`src/rtl/demux10_seq.sv`:
```
// rtl/demux10_seq.sv - 1-to-10 word distributor with frame hold and acknowledge
module demux10_seq #(
  parameter int WIDTH = 16
) (
  input  logic             clk,
  input  logic             rst,
  input  logic             mode,
  input  logic [WIDTH-1:0] d_in,
  input  logic [3:0]       s,
  input  logic             in_valid,
  output logic             in_ready,
  input  logic             frame_ack,
  output logic [WIDTH-1:0] q0,
  output logic [WIDTH-1:0] q1,
  output logic [WIDTH-1:0] q2,
  output logic [WIDTH-1:0] q3,
  output logic [WIDTH-1:0] q4,
  output logic [WIDTH-1:0] q5,
  output logic [WIDTH-1:0] q6,
  output logic [WIDTH-1:0] q7,
  output logic [WIDTH-1:0] q8,
  output logic [WIDTH-1:0] q9,
  output logic [9:0]       lane_valid,
  output logic [3:0]       ptr,
  output logic             frame_done,
  output logic             err_sel
);

  typedef enum logic {
    FILL = 1'b0,
    HOLD = 1'b1
  } state_t;

  state_t           state_q, state_d;
  logic             mode_q, mode_d;
  logic [WIDTH-1:0] q_q [10];
  logic [WIDTH-1:0] q_d [10];
  logic [9:0]       lane_valid_q, lane_valid_d;
  logic [3:0]       ptr_q, ptr_d;
  logic             frame_done_q, frame_done_d;
  logic             err_sel_q, err_sel_d;

  logic             frame_empty;
  logic             eff_mode;
  logic             accept;
  logic [3:0]       wr_lane;
  logic             wr_ok;

  // Next-state logic: mode latch, lane writes, pointer advance, frame completion and release
  always_comb begin
    state_d      = state_q;
    mode_d       = mode_q;
    lane_valid_d = lane_valid_q;
    ptr_d        = ptr_q;
    frame_done_d = 1'b0;
    err_sel_d    = 1'b0;
    for (int i = 0; i < 10; i++) begin
      q_d[i] = q_q[i];
    end

    // The mode register only follows the input while no lane of the frame is written,
    // and a frame's first word already uses the mode presented with it.
    frame_empty = (lane_valid_q == 10'd0);
    eff_mode    = frame_empty ? mode : mode_q;
    if (frame_empty) begin
      mode_d = mode;
    end

    accept  = in_valid && (state_q == FILL);
    wr_lane = eff_mode ? ptr_q : s;
    wr_ok   = eff_mode || (s <= 4'd9);

    if (state_q == HOLD) begin
      if (frame_ack) begin
        state_d      = FILL;
        lane_valid_d = 10'd0;
        ptr_d        = 4'd0;
      end
    end else if (accept) begin
      if (wr_ok) begin
        for (int i = 0; i < 10; i++) begin
          if (wr_lane == 4'(i)) begin
            q_d[i]          = d_in;
            lane_valid_d[i] = 1'b1;
          end
        end
        if (eff_mode) begin
          ptr_d = (ptr_q == 4'd9) ? 4'd0 : ptr_q + 4'd1;
        end
        if (lane_valid_d == 10'h3FF) begin
          state_d      = HOLD;
          frame_done_d = 1'b1;
        end
      end else begin
        err_sel_d = 1'b1;
      end
    end
  end

  // State registers with synchronous reset
  always_ff @(posedge clk) begin
    if (rst) begin
      state_q      <= FILL;
      mode_q       <= 1'b0;
      lane_valid_q <= 10'd0;
      ptr_q        <= 4'd0;
      frame_done_q <= 1'b0;
      err_sel_q    <= 1'b0;
      for (int i = 0; i < 10; i++) begin
        q_q[i] <= '0;
      end
    end else begin
      state_q      <= state_d;
      mode_q       <= mode_d;
      lane_valid_q <= lane_valid_d;
      ptr_q        <= ptr_d;
      frame_done_q <= frame_done_d;
      err_sel_q    <= err_sel_d;
      for (int i = 0; i < 10; i++) begin
        q_q[i] <= q_d[i];
      end
    end
  end

  assign in_ready   = (state_q == FILL);
  assign lane_valid = lane_valid_q;
  assign ptr        = ptr_q;
  assign frame_done = frame_done_q;
  assign err_sel    = err_sel_q;
  assign q0         = q_q[0];
  assign q1         = q_q[1];
  assign q2         = q_q[2];
  assign q3         = q_q[3];
  assign q4         = q_q[4];
  assign q5         = q_q[5];
  assign q6         = q_q[6];
  assign q7         = q_q[7];
  assign q8         = q_q[8];
  assign q9         = q_q[9];

endmodule

```
`config.mk`:
```
export PLATFORM = sky130hd
export DESIGN_NAME = demux10_seq
export DESIGN_NICKNAME = d
export VERILOG_FILES = /design/src/rtl/demux10_seq.sv
export SDC_FILE = /design/constraint.sdc
export NUM_CORES = 1
export LEC_CHECK = 0
export CAP_MARGIN = 20
export CORE_MARGIN = 2
export CORE_UTILIZATION = 49
export DETAILED_ROUTE_END_ITERATION = 8
export PLACE_DENSITY = 0.85
export SETUP_SLACK_MARGIN = 0.4
export SLEW_MARGIN = 20
export SYNTH_ARGS = -nofsm -noshare
export SYNTH_HDL_FRONTEND = slang
export SYNTH_SLANG_ARGS = --single-unit
```
`constraint.sdc`:
```
create_clock -name clk -period 5.8 [get_ports clk]
set_input_delay 0.87 -clock clk [delete_from_list [all_inputs] [get_ports clk]]
set_output_delay 0.87 -clock clk [all_outputs]
set_load 0.05 [all_outputs]
```
==> out/results.txt, run 1 <==
DR WL/cell - 18.7 um
footprint of the flip-flops and latches - 3560 sq um
RSZ-0062 raised after global routing - no
sum of net half-perimeters after detailed placement - 13,100 um
Synthesis Warnings - 0
final period demand of the worst path - 3.27 ns
slowest cell on the critical path - sky130_fd_sc_hd__o31ai_4
TritonCTS clock tree - built
total number of vias - 5,691
Diodes inserted - 0
number of port buffers - 201
die height - 126 um
sum of negative setup slack - 0 ns
remaining global-route overflow - 0
most common cell after layout, fill and taps aside - sky130_fd_sc_hd__clkdlybuf4s50_1
first-pass iteration count of the detailed router - 5
footprint of the multi-input gates - 3220 sq um
Initial DRC Count - 359
sequential area share after synthesis - 49.1%
post-cts resize count - 0
largest clock skew in the final design - 0.0148 ns
GRT Resource Usage Total - 24.8%
number of antenna violations at the first check in global routing - 0
tightest slew margin relative to the limit - 33.5%
max-cap check violation count - 0
Filler cells - 1,113
flip-flop and latch count after synthesis - 178
part of the cycle the worst path needs - 56.4%
CTS root buffer - sky130_fd_sc_hd__clkbuf_16
buffer depth of the longest clock path - 2
Max Slew Vio Count - 0
htree depth - 4
commonest cells after routing, fill and taps aside - 200 x sky130_fd_sc_hd__clkdlybuf4s50_1, 178 x sky130_fd_sc_hd__dfxtp_1, 176 x sky130_fd_sc_hd__nor2_1
final core utilization - 66.9%
required time of the critical path - 6.08 ns
beginning of the worst hold path - q_q[5][5]
WP data arrival - 3.55 ns
final setup fails - 0
number of global-route vias before repair - 5,585
Die X-Extent - 126 um
average vias per placed instance - 5.35
dpl cell area - 9060 sq um
number of nets in the synthesized netlist - 730
cell area after layout - 9690 sq um
cell leakage power - 3.32 nW
synthesized instance count - 705
NumNets Final - 891
total power divided by cell area - 288 nW/um^2
number of distinct library cell variants in the gate-level netlist after synthesis - 54
first-pass GRT wire length - 31,100 um
post-detailed-route DRC marker count - 0
die footprint - 15,800 sq um
average cell area after synthesis - 10.3 sq um
number of hold buffers added after CTS - 0
largest net degree at the start of global routing - 83
starting density of the core - 50.1%
IR Drop Worst-Case VDD - 0.193 mV
final setup slack of the worst path - 2.53 ns
share of synthesized registers carrying an async set or reset - 0%
top_reg_cell synth - sky130_fd_sc_hd__dfxtp_1
Worst Max-Slew Pin Slew - 0.997 ns
classification of the worst setup path - input pin to flop
post-synthesis cell area - 7250 sq um
TritonCTS buffer count - 17
launching element of the worst setup path - s[1]
Post-Route WL - 19,900 um
largest stage delay on the critical path - 0.85 ns
kind of start point of the critical path - input pin
Hold WS - 0.491 ns
Core Footprint - 14,500 sq um
area growth from synthesis to layout - 33.6%
clock slew at reported path FFs - 0.06 ns
result of the run - finished clean
proportion of layout cells with a drive suffix above 1 - 6.60%
hold violation total from the final report - 0
Std-Cell Rows - 44
chain of cells forming the critical path - clkdlybuf4s50_1, o21ai_0, o31ai_4, o21bai_4, mux2i_1, nor2_1
worst hold-check path type - flop to flop
insertion delay of the later-clocked pin in the worst-skew pair - 0.43 ns
kind of end point of the critical path - flop
number of enable flip-flop cells after synthesis - 0
I/O pins - 202
GPL Wtd Cong - 0.908
post-placement setup slack - 2.01 ns
Critical R2R Launch - lane_valid[1]
post-CTS setup repair buffer count - 0
remaining number of nets flagged by the antenna check after routing - 0
clk sink count - 178
timing-limited maximum frequency - 306 MHz
critical-path maximum fanout - 17
-- cell families (layout without fill, tap and decap cells) --
kind of cell,after synthesis,in the layout,synth area share (%)
buf+inv,67,241,6.73
compound gates,64,64,7.07
simple gates,231,231,14.3
flops,178,178,49.1
mux,164,164,22.7
xor+xnor,1,1,0.121
-- registers in the layout, indices dropped and copies added (netlist names) --
register,count
err_sel,1
frame_done,1
lane_valid,10
mode_q,1
ptr,4
q_q,160
state_q,1
-- power by group --
| part | switching (mW) | internal [mW] | total (mW) |
|---|---|---|---|
| sequential | 0.0223 | 1.25 | 1.27 |
| combinational | 0.216 | 0.107 | 0.323 |
| clock | 0.479 | 0.715 | 1.19 |
| total | 0.717 | 2.07 | 2.79 |
-- per-layer routing --
metal	wire, um	global-route usage [%]
met2	9470	40.7
met3	1440	7.52
met1	8560	31.2
met5	0	0
met4	450	8.63
-- worst max-delay path, delay by kind of cell --
kind	cells	cell delay (ns)
compound gates	3	1.61
buf+inv	1	0.67
mux	1	0.30
simple gates	1	0.06
-- synthesized netlist by cell type, drive strengths merged, types with 4 or more instances --
library cell  instances  area share (%)
a211oi                5            0.59
nor2                176             9.1
inv                   5            0.26
nand3                 8            0.55
mux2i               162              22
a21oi                27             3.3
nor4                  7             1.0
dfxtp               178              49
clkbuf               28             1.4
nor2b                 5            0.43
nor3                  4            0.28
nand2                 9            0.47
o21ai                13            0.90
buf                  32             4.4
-- final timing paths --
path                to  slack [ns]  depth (start not counted)
min          q_q[5][5]        0.49                          2
min reg2reg  q_q[5][5]        0.49                          2
max reg2reg  q_q[7][0]        2.78                          7
max          q_q[7][0]        2.53                          6
-- metrics by stage --
step,power [mW],std cells
final,2.79,1063
after global routing,2.88,1063
after CTS,2.80,1063
after detailed placement,1.62,1031
after global placement,1.61,1031
after floorplan,1.53,705
-- area by class of cell --
type	instances	share of cell area (%)
Multi-Input combinational cell	460	33.3
Tap cell	184	2.38
Clock inverter	11	1.55
Timing Repair Buffer	204	21.0
Sequential cell	178	36.8
Clock buffer	21	4.86
Inverter	5	0.194
(Power assumes the default switching activity.)
==> inputs of run 2 (changes only) <==
CORE_UTILIZATION = 48   (was 49)
PLACE_DENSITY = 0.84   (was 0.85)
clock period = 3.4 ns   (was 5.8 ns; I/O delays follow)
==> run 2 against run 1 <==
Against the previous run: utilization grew 0.24 points; sequential share of layout area decreased by 0.54 points; critical endpoint is now q_q[2][0]; clock skew down 0.0078 ns; clock power increased by 76%; die area increased by 2.0%; final area is 1.5% higher; first-iteration DRC count rose by 8.1%; non-clock buffer count up 14; combinational power grew 76%.
==> out/results.txt, run 2 (same netlist as run 1, synthesis figures left out) <==
result of the run - finished clean
reg-to-reg slack, setup - 0.77 ns
average vias per placed instance - 5.33
I/O pins - 202
first-pass GRT wire length - 30,900 um
post-detailed-route DRC marker count - 0
register with the most flip-flops - q_q
GRT Resource Usage Total - 24.7%
Worst Hold Path EP - q_q[6][7]
final period demand of the worst path - 2.63 ns
Int Pwr - 3.56 mW
sum of net half-perimeters after detailed placement - 13,400 um
GPL Wtd Cong - 0.906
Reg power frac - 44.9%
NumNets Final - 905
number of hold buffers added after CTS - 0
worst reg-to-reg path cell count - 8
DR WL/cell - 18.6 um
part of the total power dissipated in the clock network - 43.3%
required time of the critical path - 3.68 ns
total net switching power - 1.26 mW
RSZ-0062 raised after global routing - no
Std-Cell Rows - 44
largest clock skew in the final design - 0.00702 ns
post-cts resize count - 0
number of non-filler instances in the completed layout - 1,077
Diodes inserted - 0
Die X-Extent - 127 um
largest net degree at the start of global routing - 119
final setup slack of the worst path - 0.770 ns
die height - 127 um
TritonCTS buffer count - 17
critical-path maximum fanout - 11
sum of negative setup slack - 0 ns
insertion delay of the later-clocked pin in the worst-skew pair - 0.42 ns
post-placement setup slack - 0.528 ns
number of antenna violations at the first check in global routing - 0
Worst Max-Slew Pin Slew - 0.673 ns
CTS root buffer - sky130_fd_sc_hd__clkbuf_16
number of global-route vias before repair - 5,519
Critical R2R Launch - lane_valid[2]
final setup fails - 0
proportion of layout cells with a drive suffix above 1 - 8.17%
timing-limited maximum frequency - 380 MHz
number of placed instances, taps included - 1,045
proportion of total power due to net switching - 26.2%
buffer depth of the longest clock path - 2
starting density of the core - 49.5%
die footprint - 16,100 sq um
Post-Route WL - 20,100 um
cell leakage power - 3.41 nW
area growth from synthesis to layout - 35.6%
kind of end point of the critical path - flop
Max Slew Vio Count - 0
worst hold-check path type - flop to flop
Hold WS - 0.492 ns
number of flip-flops under the largest register name - 160
clock slew at reported path FFs - 0.07 ns
remaining global-route overflow - 0
reg-to-reg critical path endpoint - q_q[2][0]
clk sink count - 178
post-layout power - 4.82 mW
remaining number of nets flagged by the antenna check after routing - 0
beginning of the worst hold path - q_q[6][7]
part of the cycle the worst path needs - 77.3%
total number of vias - 5,741
hold violation total from the final report - 0
tightest slew margin relative to the limit - 55.1%
TritonCTS clock tree - built
commonest cells after routing, fill and taps aside - 200 x sky130_fd_sc_hd__clkdlybuf4s50_1, 178 x sky130_fd_sc_hd__dfxtp_1, 176 x sky130_fd_sc_hd__nor2_1
post-CTS setup repair buffer count - 0
classification of the worst setup path - flop to flop
total power divided by cell area - 490 nW/um^2
max-cap check violation count - 0
WP data arrival - 2.91 ns
first-pass iteration count of the detailed router - 5
Core Footprint - 14,600 sq um
most common cell after layout, fill and taps aside - sky130_fd_sc_hd__clkdlybuf4s50_1
hold depth - 2
part of the power in combinational logic - 11.8%
number of port buffers - 201
kind of start point of the critical path - flop
Initial DRC Count - 388
htree depth - 4
IR Drop Worst-Case VDD - 0.297 mV
-- run 2: cell types whose count changed in the layout (fill, tap and decap cells not counted) --
cell	change
sky130_fd_sc_hd__inv_6	+1
sky130_fd_sc_hd__clkbuf_1	-1
sky130_fd_sc_hd__o21bai_2	+1
sky130_fd_sc_hd__o21bai_4	-1
sky130_fd_sc_hd__clkbuf_8	-3
sky130_fd_sc_hd__clkinv_4	+1
sky130_fd_sc_hd__buf_12	+3
sky130_fd_sc_hd__buf_4	+11
sky130_fd_sc_hd__clkinvlp_4	+1
sky130_fd_sc_hd__bufinv_16	+1
-- run 2: power groups by stage --
stage / logic [mW] / clock network (mW) / registers, mW
after global routing: 0.597 / 2.22 / 2.17
after global placement: 0.563 / 0 / 2.21
after CTS: 0.565 / 2.12 / 2.16
final: 0.567 / 2.09 / 2.16
after detailed placement: 0.563 / 0 / 2.21
after floorplan: 0.270 / 0 / 2.35
-- run 2: worst max-delay path by stage --
stage / from / to / slack, ns / depth (start not counted)
2_1_floorplan: lane_valid[2] / q_q[3][15] / 0.91 / 9
3_3_place_gp: s[2] / q_q[4][6] / 0.57 / 7
3_5_place_dp: s[2] / q_q[4][10] / 0.53 / 8
4_1_cts: lane_valid[2] / q_q[2][3] / 0.79 / 8
5_1_grt: lane_valid[2] / q_q[2][5] / 0.61 / 8
6_report: lane_valid[2] / q_q[2][0] / 0.77 / 8
-- run 2: area by class of cell --
cell class	instances	area (sq um)
sequential	178	3560
inverter	5	18.8
clock inverter	15	205
fill	1123	4810
tap	184	230
timing repair buffer	218	2170
clock buffer	17	425
multi-input combinational	460	3210
-- run 2: metal layers --
layer	vias up	track usage [%]	share of wire, %
met4	0	8.66	2.2
met3	34	7.17	6.7
met5	-	0	0
met2	218	41.7	49
li1	2744	-	-
met1	2745	30.3	42
-- run 2: metrics by stage --
stage / area (sq um) / util, %
finish: 9830 / 67.1
global route: 9830 / 67.1
CTS: 9830 / 67.1
detailed placement: 9200 / 62.8
global placement: 9200 / 62.8
floorplan: 7250 / -
-- run 2: critical path: stages (launching register included) --
cell                        delay (ns)
sky130_fd_sc_hd__dfxtp_1          0.56
sky130_fd_sc_hd__nor4_4           0.11
sky130_fd_sc_hd__a31oi_1          0.42
sky130_fd_sc_hd__buf_4            0.28
sky130_fd_sc_hd__o2111ai_1        0.21
sky130_fd_sc_hd__a21oi_4          0.46
sky130_fd_sc_hd__buf_12           0.20
sky130_fd_sc_hd__mux2i_1          0.18
sky130_fd_sc_hd__nor2_1           0.06
==> inputs of run 3 (changes only) <==
CORE_UTILIZATION = 43   (was 48)
PLACE_DENSITY = 0.8   (was 0.84)
clock period = 2.4 ns   (was 3.4 ns; I/O delays follow)
==> run 3 against run 2 <==
Against the previous run: hold slack got worse by 0.096 ns; sequential power increased by 41%; final area increased by 13%; global-route usage decreased by 0.21 points; first-iteration DRC count decreased by 9.0%; register-to-register slack got worse by 0.66 ns; total power increased by 49%; critical path type unchanged; highest routed layer unchanged.
==> out/results.txt, run 3 (same netlist as run 1, synthesis figures left out) <==
dpl cell area - 9600 sq um
TritonCTS buffer count - 17
chain of cells forming the critical path - nor4_4, buf_4, a31oi_4, o31ai_4, buf_12, o21bai_2, buf_4, clkbuf_16, mux2i_1, nor2_1
kind of start point of the critical path - flop
footprint of the flip-flops and latches - 3590 sq um
RSZ-0062 raised after global routing - yes
largest net degree at the start of global routing - 92
die footprint - 17,900 sq um
number of antenna violations at the first check in global routing - 0
Post-Route WL - 23,200 um
Critical R2R Launch - lane_valid[5]
largest clock skew in the final design - 0.0118 ns
timing-limited maximum frequency - 437 MHz
worst hold-check path type - input pin to flop
final setup fails - 0
IR Drop Worst-Case VDD - 0.520 mV
area growth from synthesis to layout - 53.6%
DR WL/cell - 19.6 um
register with the most flip-flops - q_q
proportion of layout cells with a drive suffix above 1 - 19.6%
beginning of the worst hold path - rst
CP dominant cell by count - sky130_fd_sc_hd__buf_4
Max Slew Vio Count - 0
classification of the worst setup path - flop to flop
htree depth - 4
I/O pins - 202
launching element of the worst setup path - lane_valid[5]
remaining global-route overflow - 0
sum of net half-perimeters after detailed placement - 14,000 um
number of non-filler instances in the completed layout - 1,186
insertion delay of the later-clocked pin in the worst-skew pair - 0.43 ns
largest stage delay on the critical path - 0.34 ns
clock slew at reported path FFs - 0.07 ns
final period demand of the worst path - 2.29 ns
Filler cells - 1,224
critical-path maximum fanout - 8
clk sink count - 178
Diodes inserted - 0
Worst Max-Slew Pin Slew - 0.584 ns
Core Footprint - 16,500 sq um
Std-Cell Rows - 47
post-detailed-route DRC marker count - 0
cell leakage power - 4.73 nW
tightest slew margin relative to the limit - 61.0%
footprint of the multi-input gates - 3440 sq um
CTS root buffer - sky130_fd_sc_hd__clkbuf_16
Die X-Extent - 134 um
total number of vias - 6,177
first-pass GRT wire length - 34,100 um
Initial DRC Count - 353
required time of the critical path - 2.69 ns
remaining number of nets flagged by the antenna check after routing - 0
starting density of the core - 43.9%
part of the cycle the worst path needs - 95.2%
total power divided by cell area - 645 nW/um^2
number of global-route vias before repair - 5,932
buffer depth of the longest clock path - 2
number of port buffers - 201
WP data arrival - 2.58 ns
commonest cells after routing, fill and taps aside - 176 x sky130_fd_sc_hd__nor2_1, 165 x sky130_fd_sc_hd__dfxtp_1, 160 x sky130_fd_sc_hd__mux2i_1
GRT Resource Usage Total - 24.5%
cell area after layout - 11,100 sq um
most common cell after layout, fill and taps aside - sky130_fd_sc_hd__nor2_1
hold violation total from the final report - 0
average vias per placed instance - 5.21
number of flip-flops under the largest register name - 160
final core utilization - 67.4%
result of the run - finished clean
post-layout power - 7.18 mW
kind of end point of the critical path - flop
die height - 134 um
max-cap check violation count - 0
GPL Wtd Cong - 0.880
number of placed instances, taps included - 1,108
NumNets Final - 978
first-pass iteration count of the detailed router - 6
slowest cell on the critical path - sky130_fd_sc_hd__dfxtp_2
TritonCTS clock tree - built
-- run 3: worst paths after layout --
check        cells past startpoint         end  slack, ns
max                             10   q_q[7][2]       0.11
max reg2reg                     10   q_q[7][2]       0.11
min reg2reg                      2   q_q[7][8]       0.49
min                              2  q_q[6][14]       0.40
-- run 3: through the flow --
step / hold WS [ns] / setup TNS [ns] / setup WS (ns)
after CTS: 0.374 / 0 / 0.181
after global routing: 0.391 / 0 / 0.0352
after floorplan: 0.478 / 0 / 0.220
after detailed placement: 0.478 / -31.59 / -0.342
after global placement: 0.471 / -27.05 / -0.342
final: 0.396 / 0 / 0.114
-- run 3: metal layers --
layer / GRT usage [%] / wire, um / vias up
li1: - / - / 2898
met1: 30.1 / 9790 / 2980
met2: 40.6 / 11300 / 244
met3: 7.82 / 1540 / 55
met4: 8.51 / 636 / 0
met5: 0 / 0 / -
-- run 3: critical path: cells and delay by family (launching register included) --
family	cells	cell delay [ns]
AO/OA/AOI/OAI	3	0.57
buffers and inverters	4	0.72
flip-flops	1	0.34
multiplexers	1	0.18
AND/OR/NAND/NOR	2	0.32
-- run 3: layout make-up --
type,count,area share (%)
tap,220,2.47
timing repair buffer,291,28.5
multi-input combinational,460,30.9
sequential,178,32.3
clock inverter,13,1.76
clock buffer,19,3.98
inverter,5,0.169
-- run 3: what timing repair did --
action | in CTS | in global routing
pin swaps | 15 | 21
gates cloned | 4 | 2
resized for setup | 48 | 63
setup endpoints to repair | 190 | 215
endpoints found under the hold margin | 0 | 0
setup buffers | 32 | 8
hold buffers | 0 | 0
-- run 3: power by group --
part | total, mW | internal (mW) | switching [mW]
combinational | 1.12 | 0.466 | 0.654
sequential | 3.05 | 3.01 | 0.0413
clock | 3.01 | 1.80 | 1.21
